## src/rtl/llsc_pkg.sv

```systemverilog
`default_nettype none
// ============================================================================
// Module   : llsc_pkg
// Purpose  : Shared types and helpers for the LL/SC reservation controller.
//            - llsc_state_e : controller state encoding
//            - GRAN_LSB_DEF : default reservation granule (16 bytes)
//            - gran_match   : address compare ignoring the low granule bits
// Optional : LLSC_TIMEOUT_EN (used by llsc_resv_ctrl, not by this package)
// Revision : 1.0 - initial release
// ============================================================================
package llsc_pkg;

  typedef enum logic [1:0] {
    IDLE    = 2'd0,
    RESV    = 2'd1,
    SC_PEND = 2'd2
  } llsc_state_e;

  localparam int unsigned GRAN_LSB_DEF = 4;

  // Callers cast both addresses up to 64 bits so one helper serves any
  // ADDR_W up to 64.
  function automatic logic gran_match(input logic [63:0] a,
                                      input logic [63:0] b,
                                      input int unsigned lsb);
    return ((a ^ b) >> lsb) == 64'd0;
  endfunction

endpackage : llsc_pkg
`default_nettype wire

```

## src/rtl/llsc_tmo_cnt.sv

```systemverilog
`default_nettype none
// ============================================================================
// Module   : llsc_tmo_cnt
// Purpose  : Reservation lifetime counter. Cleared when an LL is accepted,
//            counts every cycle the reservation is held, and flags the cycle
//            in which the count is about to reach all-ones so the controller
//            can drop the reservation at that edge.
// Ports    : clk, rst      - clock, synchronous active-high reset
//            clr_i         - LL accepted this cycle (restart count)
//            en_i          - reservation held this cycle
//            tmo_o         - reservation expires at the next edge
// Optional : instantiated only when LLSC_TIMEOUT_EN is defined
// Revision : 1.0 - initial release
// ============================================================================
module llsc_tmo_cnt #(
  parameter int unsigned TMO_W = 10
) (
  input  logic clk,
  input  logic rst,
  input  logic clr_i,
  input  logic en_i,
  output logic tmo_o
);

  // All-ones minus one: the count seen in the last cycle before expiry.
  localparam logic [TMO_W-1:0] CNT_LAST = ~(TMO_W)'(1);

  logic [TMO_W-1:0] cnt_q;

  always_ff @(posedge clk) begin
    if (rst) begin
      cnt_q <= '0;
    end else if (clr_i) begin
      cnt_q <= '0;
    end else if (en_i) begin
      cnt_q <= cnt_q + 1'b1;
    end
  end

  assign tmo_o = en_i && (cnt_q == CNT_LAST);

endmodule : llsc_tmo_cnt
`default_nettype wire

```

## src/rtl/llsc_resv_ctrl.sv

```systemverilog
`default_nettype none
// ============================================================================
// Module   : llsc_resv_ctrl
// Purpose  : LL/SC reservation controller for the MEM stage. Holds the
//            reserved granule, decides SC success, gates the SC store onto
//            the bus, drives the LLbit write port and breaks the reservation
//            on flush/ERET, matching external writes and (optionally) timeout.
// Ports    : clk, rst                 - clock, synchronous active-high reset
//            flush_i, eret_i          - pipeline flush / ERET commit
//            mem_ll_i, mem_sc_i       - LL / SC valid in MEM
//            mem_addr_i, mem_stall_i  - LL/SC address, MEM held by bus
//            snoop_we_i, snoop_addr_i - external master write
//            sc_store_en_o            - SC store may issue
//            sc_result_o              - SC result to rt (1 = success)
//            llbit_we_o, llbit_wdata_o- LLbit register write port
//            resv_valid_o, resv_addr_o- reservation state (granule aligned)
// Optional : define LLSC_TIMEOUT_EN to add the TMO_W-bit reservation timeout
// Revision : 1.0 - initial release
// ============================================================================
module llsc_resv_ctrl
  import llsc_pkg::*;
#(
  parameter int unsigned ADDR_W   = 32,
  parameter int unsigned GRAN_LSB = GRAN_LSB_DEF,
  parameter int unsigned TMO_W    = 10
) (
  input  logic              clk,
  input  logic              rst,
  input  logic              flush_i,
  input  logic              eret_i,
  input  logic              mem_ll_i,
  input  logic              mem_sc_i,
  input  logic [ADDR_W-1:0] mem_addr_i,
  input  logic              mem_stall_i,
  input  logic              snoop_we_i,
  input  logic [ADDR_W-1:0] snoop_addr_i,
  output logic              sc_store_en_o,
  output logic              sc_result_o,
  output logic              llbit_we_o,
  output logic              llbit_wdata_o,
  output logic              resv_valid_o,
  output logic [ADDR_W-1:0] resv_addr_o
);

  localparam logic [ADDR_W-1:0] GRAN_MASK = {ADDR_W{1'b1}} << GRAN_LSB;

  llsc_state_e       state_q, state_d;
  logic [ADDR_W-1:0] resv_addr_q, resv_addr_d;
  logic              sc_dec_q, sc_dec_d;

  logic w_kill;
  logic w_sc;
  logic w_ll;
  logic w_in_resv;
  logic w_snoop_hit;
  logic w_sc_dec;
  logic w_ll_take;
  logic w_tmo_hit;

  assign w_kill    = flush_i | eret_i;
  // LL and SC together is illegal; the SC wins.
  assign w_sc      = mem_sc_i;
  assign w_ll      = mem_ll_i & ~mem_sc_i;
  assign w_in_resv = (state_q == RESV);

  assign w_snoop_hit = w_in_resv & snoop_we_i &
                       gran_match(64'(snoop_addr_i), 64'(resv_addr_q), GRAN_LSB);
  assign w_sc_dec    = w_in_resv & ~w_snoop_hit &
                       gran_match(64'(mem_addr_i), 64'(resv_addr_q), GRAN_LSB);

`ifdef LLSC_TIMEOUT_EN
  llsc_tmo_cnt #(
    .TMO_W (TMO_W)
  ) u_tmo_cnt (
    .clk   (clk),
    .rst   (rst),
    .clr_i (w_ll_take),
    .en_i  (w_in_resv),
    .tmo_o (w_tmo_hit)
  );
`else
  assign w_tmo_hit = 1'b0;
`endif

  always_comb begin
    state_d       = state_q;
    resv_addr_d   = resv_addr_q;
    sc_dec_d      = sc_dec_q;
    sc_store_en_o = 1'b0;
    sc_result_o   = 1'b0;
    llbit_we_o    = 1'b0;
    llbit_wdata_o = 1'b0;
    w_ll_take     = 1'b0;

    case (state_q)
      SC_PEND: begin
        if (w_kill) begin
          // Abort the held SC; its store never reaches the bus.
          state_d    = IDLE;
          llbit_we_o = 1'b1;
        end else begin
          // The store already owns bus order, so snoops cannot revoke it.
          sc_store_en_o = sc_dec_q;
          sc_result_o   = sc_dec_q;
          if (!mem_stall_i) begin
            state_d    = IDLE;
            llbit_we_o = 1'b1;
          end
        end
      end

      default: begin
        if (w_kill) begin
          state_d    = IDLE;
          llbit_we_o = w_in_resv;
        end else if (w_sc) begin
          sc_store_en_o = w_sc_dec;
          sc_result_o   = w_sc_dec;
          if (mem_stall_i) begin
            // LLbit is cleared once, when the stalled SC finally retires.
            state_d  = SC_PEND;
            sc_dec_d = w_sc_dec;
          end else begin
            state_d    = IDLE;
            llbit_we_o = 1'b1;
          end
        end else if (w_ll && !mem_stall_i) begin
          // An LL beats a same-cycle snoop: its read is ordered after it.
          state_d       = RESV;
          resv_addr_d   = mem_addr_i & GRAN_MASK;
          llbit_we_o    = 1'b1;
          llbit_wdata_o = 1'b1;
          w_ll_take     = 1'b1;
        end else if (w_snoop_hit || w_tmo_hit) begin
          state_d    = IDLE;
          llbit_we_o = 1'b1;
        end
      end
    endcase
  end

  always_ff @(posedge clk) begin
    if (rst) begin
      state_q     <= IDLE;
      resv_addr_q <= '0;
      sc_dec_q    <= 1'b0;
    end else begin
      state_q     <= state_d;
      resv_addr_q <= resv_addr_d;
      sc_dec_q    <= sc_dec_d;
    end
  end

  assign resv_valid_o = w_in_resv;
  assign resv_addr_o  = resv_addr_q;

  a_ll_sc_excl: assert property (@(posedge clk) disable iff (rst)
    !(mem_ll_i && mem_sc_i));

  a_tmo_w_legal: assert property (@(posedge clk) TMO_W > 0);

endmodule : llsc_resv_ctrl
`default_nettype wire

```

## config.mk

```make
export PLATFORM = sky130hd
export DESIGN_NAME = llsc_resv_ctrl
export DESIGN_NICKNAME = d
export VERILOG_FILES = /design/src/rtl/llsc_pkg.sv /design/src/rtl/llsc_tmo_cnt.sv /design/src/rtl/llsc_resv_ctrl.sv
export SDC_FILE = /design/constraint.sdc
export NUM_CORES = 1
export LEC_CHECK = 0
export CAP_MARGIN = 30
export CORE_ASPECT_RATIO = 1.5
export CORE_UTILIZATION = 38
export DETAILED_ROUTE_END_ITERATION = 12
export PLACE_DENSITY = 0.82
export SLEW_MARGIN = 15
export SYNTH_ARGS = -nofsm -noshare
export SYNTH_HDL_FRONTEND = slang
export SYNTH_SLANG_ARGS = --single-unit
```

## constraint.sdc

```tcl
create_clock -name clk -period 2.3 [get_ports clk]
set_input_delay 0.46 -clock clk [delete_from_list [all_inputs] [get_ports clk]]
set_output_delay 0.46 -clock clk [all_outputs]
set_load 0.05 [all_outputs]
```

==> run_results.csv <==
group,metric,value,unit
status,status,"finished, violations left",
status,violations,"setup timing",
route,drt-total-wl,6.172,mm
floorplan,ioPinCount,109,
final_layout,fillCellCount,380,
global_routing,grt_pass1_wl,8.997,mm
worst_setup_path,arrival,2020,ps
final_layout,final_util,70.33,%
floorplan,rows,30,
clocking,cts_tree,"done",
route,drc_errors,0,
place,port_buffers,96,
power,pwr-share-seq,42.2,%
clocking,cts.htree.levels,2,
yosys,synth-edff-count,0,
clocking,clock_latency,280,ps
timing,fmax,0.4033,GHz
flow_run,cap_violations,0,
worst_setup_path,worst_setup_path_end_kind,"primary output",
power,power.density,406.6,mW/mm²
yosys,ys_dominant_reg_cell,"dfxtp_1",
worst_setup_path,cp_cell_sequence,"clkdlybuf4s50_1 > xnor2_1 > nand3_1 > nor3_2 > nand3_2 > o21ai_4 > buf_12",
yosys,synth.most_common_cell,"nand2_1",
route,route.met3.wl,305,µm
worst_setup_path,path_buf_inv,2,
timing,drv_slew,0,
power,ir_worst_vdd,412.3,µV
timing,finalHoldViolCount,0,
route,wl_met2,3.437,mm
route,wl_met1,2.218,mm
yosys,synthTopCellsByArea,"dfxtp_1 (34%), xnor2_1 (20%), nand2_1 (12%)",
worst_setup_path,path_class,"in -> out",
worst_setup_path,cp_slowest_cell,"clkdlybuf4s50_1",
route,drtIter0Drc,88,
global_routing,grt_start_max_net_pins,30,
yosys,syn_inst,232,
timing,hold_ws,464.4,ps
yosys,synth_area_leader_cell,"dfxtp_1",
place,hpwlAfterDp,4.390,mm
worst_setup_path,cp_slowest_stage_delay,470,ps
final_layout,drive_gt1_share,22.19,%
final_layout,fin_cells,403,
floorplan,die_x,58.65,µm
yosys,yosysWarningCount,0,
timing,tightest_slew,578.9,ps
final_layout,multi_input_area,0.001305,mm²
clocking,cts_root_buffer,"clkbuf_8",
power,switchingPower,0.3498,mW
yosys,ys_ff_latch,31,
place,gp_congestion,0.9239,
timing,fin_worst_skew,3.096,ps
worst_setup_path,cp-start-kind,"input pin",
yosys,syn_area_per_cell,7.885,µm²
clocking,cts_made_buffers,5,
worst_setup_path,worstPathRequired,1840,ps
power,internal_power,0.9596,mW
route,dr.pass1.iters,4,
timing,finalSetupTns,-509.1,ps
route,wl_per_cell,15.32,µm
yosys,yosysUniqueCellTypes,26,
power,pwr-share-clk,35.9,%
global_routing,grt_remaining_overflow,0,
floorplan,core,0.004579,mm²
yosys,seq_area_frac_synth,33.93,%
route,via_per_inst,5.082,
global_routing,grt_pass1_vias,1928,
global_routing,antenna_found_initial,1,
worst_setup_path,cp_top_family,"buffers and inverters",
power,p_leak,1.294,nW
floorplan,die-area,0.005101,mm²
timing,setup_viol,3,
route,ant_nets,0,
final_layout,area_growth,76.06,%
min_path,hold_path_class,"in -> reg",
clocking,clock_sinks,31,
power,p_sw_share,26.71,%
place,dp.cells,389,
route,maxUsedRoutingLayer,"met4",
clocking,ctsLongestPathBuffers,2,
power,comb_power_share,21.9,%
timing,slew_headroom,61.29,%
yosys,netlist_area,0.001829,mm²
route,vias,2048,
clocking,cts.clk_slew.worst_paths,60,ps
timing,finalWorstSetupSlack,-179.7,ps
floorplan,start_util,39.95,%
floorplan,die_h,86.98,µm
worst_setup_path,crit_fanout,2,
yosys,synth_top_area_share,33.93,%
timing,finalCriticalPeriod,2480,ps
global_routing,track_usage,23.89,%
yosys,netlist_top_cells_count,"nand2_1 (57), xnor2_1 (41), dfxtp_1 (31)",
final_layout,nets,409,
final_layout,seqCellArea,653.1,µm²
timing,rsz0062_at_grt,"yes",
yosys,async_flop_share,0,%
timing,post-route-period-util,107.8,%
state kept, by name, indices dropped and copies added, names as in the netlist:
| name | flops |
|---|---|
| state_q | 2 |
| sc_dec_q | 1 |
| resv_addr_o | 28 |
through the flow:
stage               setup slack, ps  total power, mW  cell area (µm²)
finish                       -179.7            1.309             3221
global route                 -223.0            1.361             3221
CTS                          -178.1            1.308             3097
detailed placement           -417.9           0.8563             2928
global placement             -349.0           0.8523             2928
floorplan                    -125.1           0.6932             1869
tightest hold or removal path: cells and delay by family:
family                 cells  cell delay, ps
and+or+nand+nor            1              60
AOI/OAI and AO/OA          1              50
buffers and inverters      1             140
worst paths after layout:
path | end | slack [ps] | from | depth (start not counted)
hold / removal | resv_addr_o[22] | 460 | mem_addr_i[22] | 3
hold reg to reg | resv_addr_o[11] | 480 | resv_addr_o[11] | 2
setup reg to reg | resv_addr_o[26] | 690 | state_q[0] | 7
setup / recovery | sc_result_o | -180 | mem_addr_i[8] | 7
timing repair:
item / in CTS / in global routing
setup endpoints to repair: 3 / 3
pin swaps: 36 / 27
resized for setup: 70 / 38
hold buffers: 0 / 0
buffers inserted: 4 / 1
cell type report:
class,count,share of cell area [%]
inverter,1,0.1166
multi-input combinational,189,40.52
sequential,31,20.28
clock buffer,8,3.108
antenna,1,0.07770
timing repair buffer,109,33.41
tap,64,2.486
layer usage:
layer  vias up  global-route usage, %
met5         -                      0
met2        90                  44.10
met1       961                  25.05
met3        16                  4.012
met4         0                  12.99
li1        981                      -
power by group through the flow:
stage	clock (mW)	sequential (mW)	combinational, mW
2_1_floorplan	0	0.585	0.108
3_3_place_gp	0	0.565	0.287
3_5_place_dp	0	0.565	0.291
4_1_cts	0.476	0.551	0.280
5_1_grt	0.504	0.553	0.304
6_report	0.470	0.552	0.287
logic make-up (layout without fill, tap and decap cells):
group / after synthesis / after routing / share of synthesized area, %
compound gates: 36 / 36 / 10.67
xor+xnor: 56 / 56 / 26.81
buf+inv: 15 / 118 / 4.719
flops: 31 / 31 / 33.93
other cells: 1 / 5 / 0.2050
simple gates: 93 / 93 / 23.67
layout by cell type (no fill, tap or decap), types with 2 or more instances in the layout:
cell type	instances
nand2_1	57
clkdlybuf4s50_1	37
xnor2_1	29
a21oi_1	29
dlygate4sd2_1	29
dfxtp_2	20
dlymetal6s2s_1	14
xor2_1	13
nand4_1	13
xnor2_2	12
buf_4	12
dfxtp_1	9
clkbuf_8	7
clkdlybuf4s15_1	7
nand3_1	6
nor4_2	4
conb_1	4
buf_2	4
buf_12	4
nor2b_1	2
nor2_1	2
o21ai_0	2
nand2b_1	2
xor2_2	2
dfxtp_4	2
Note: power is estimated with default switching activity, not from simulation.
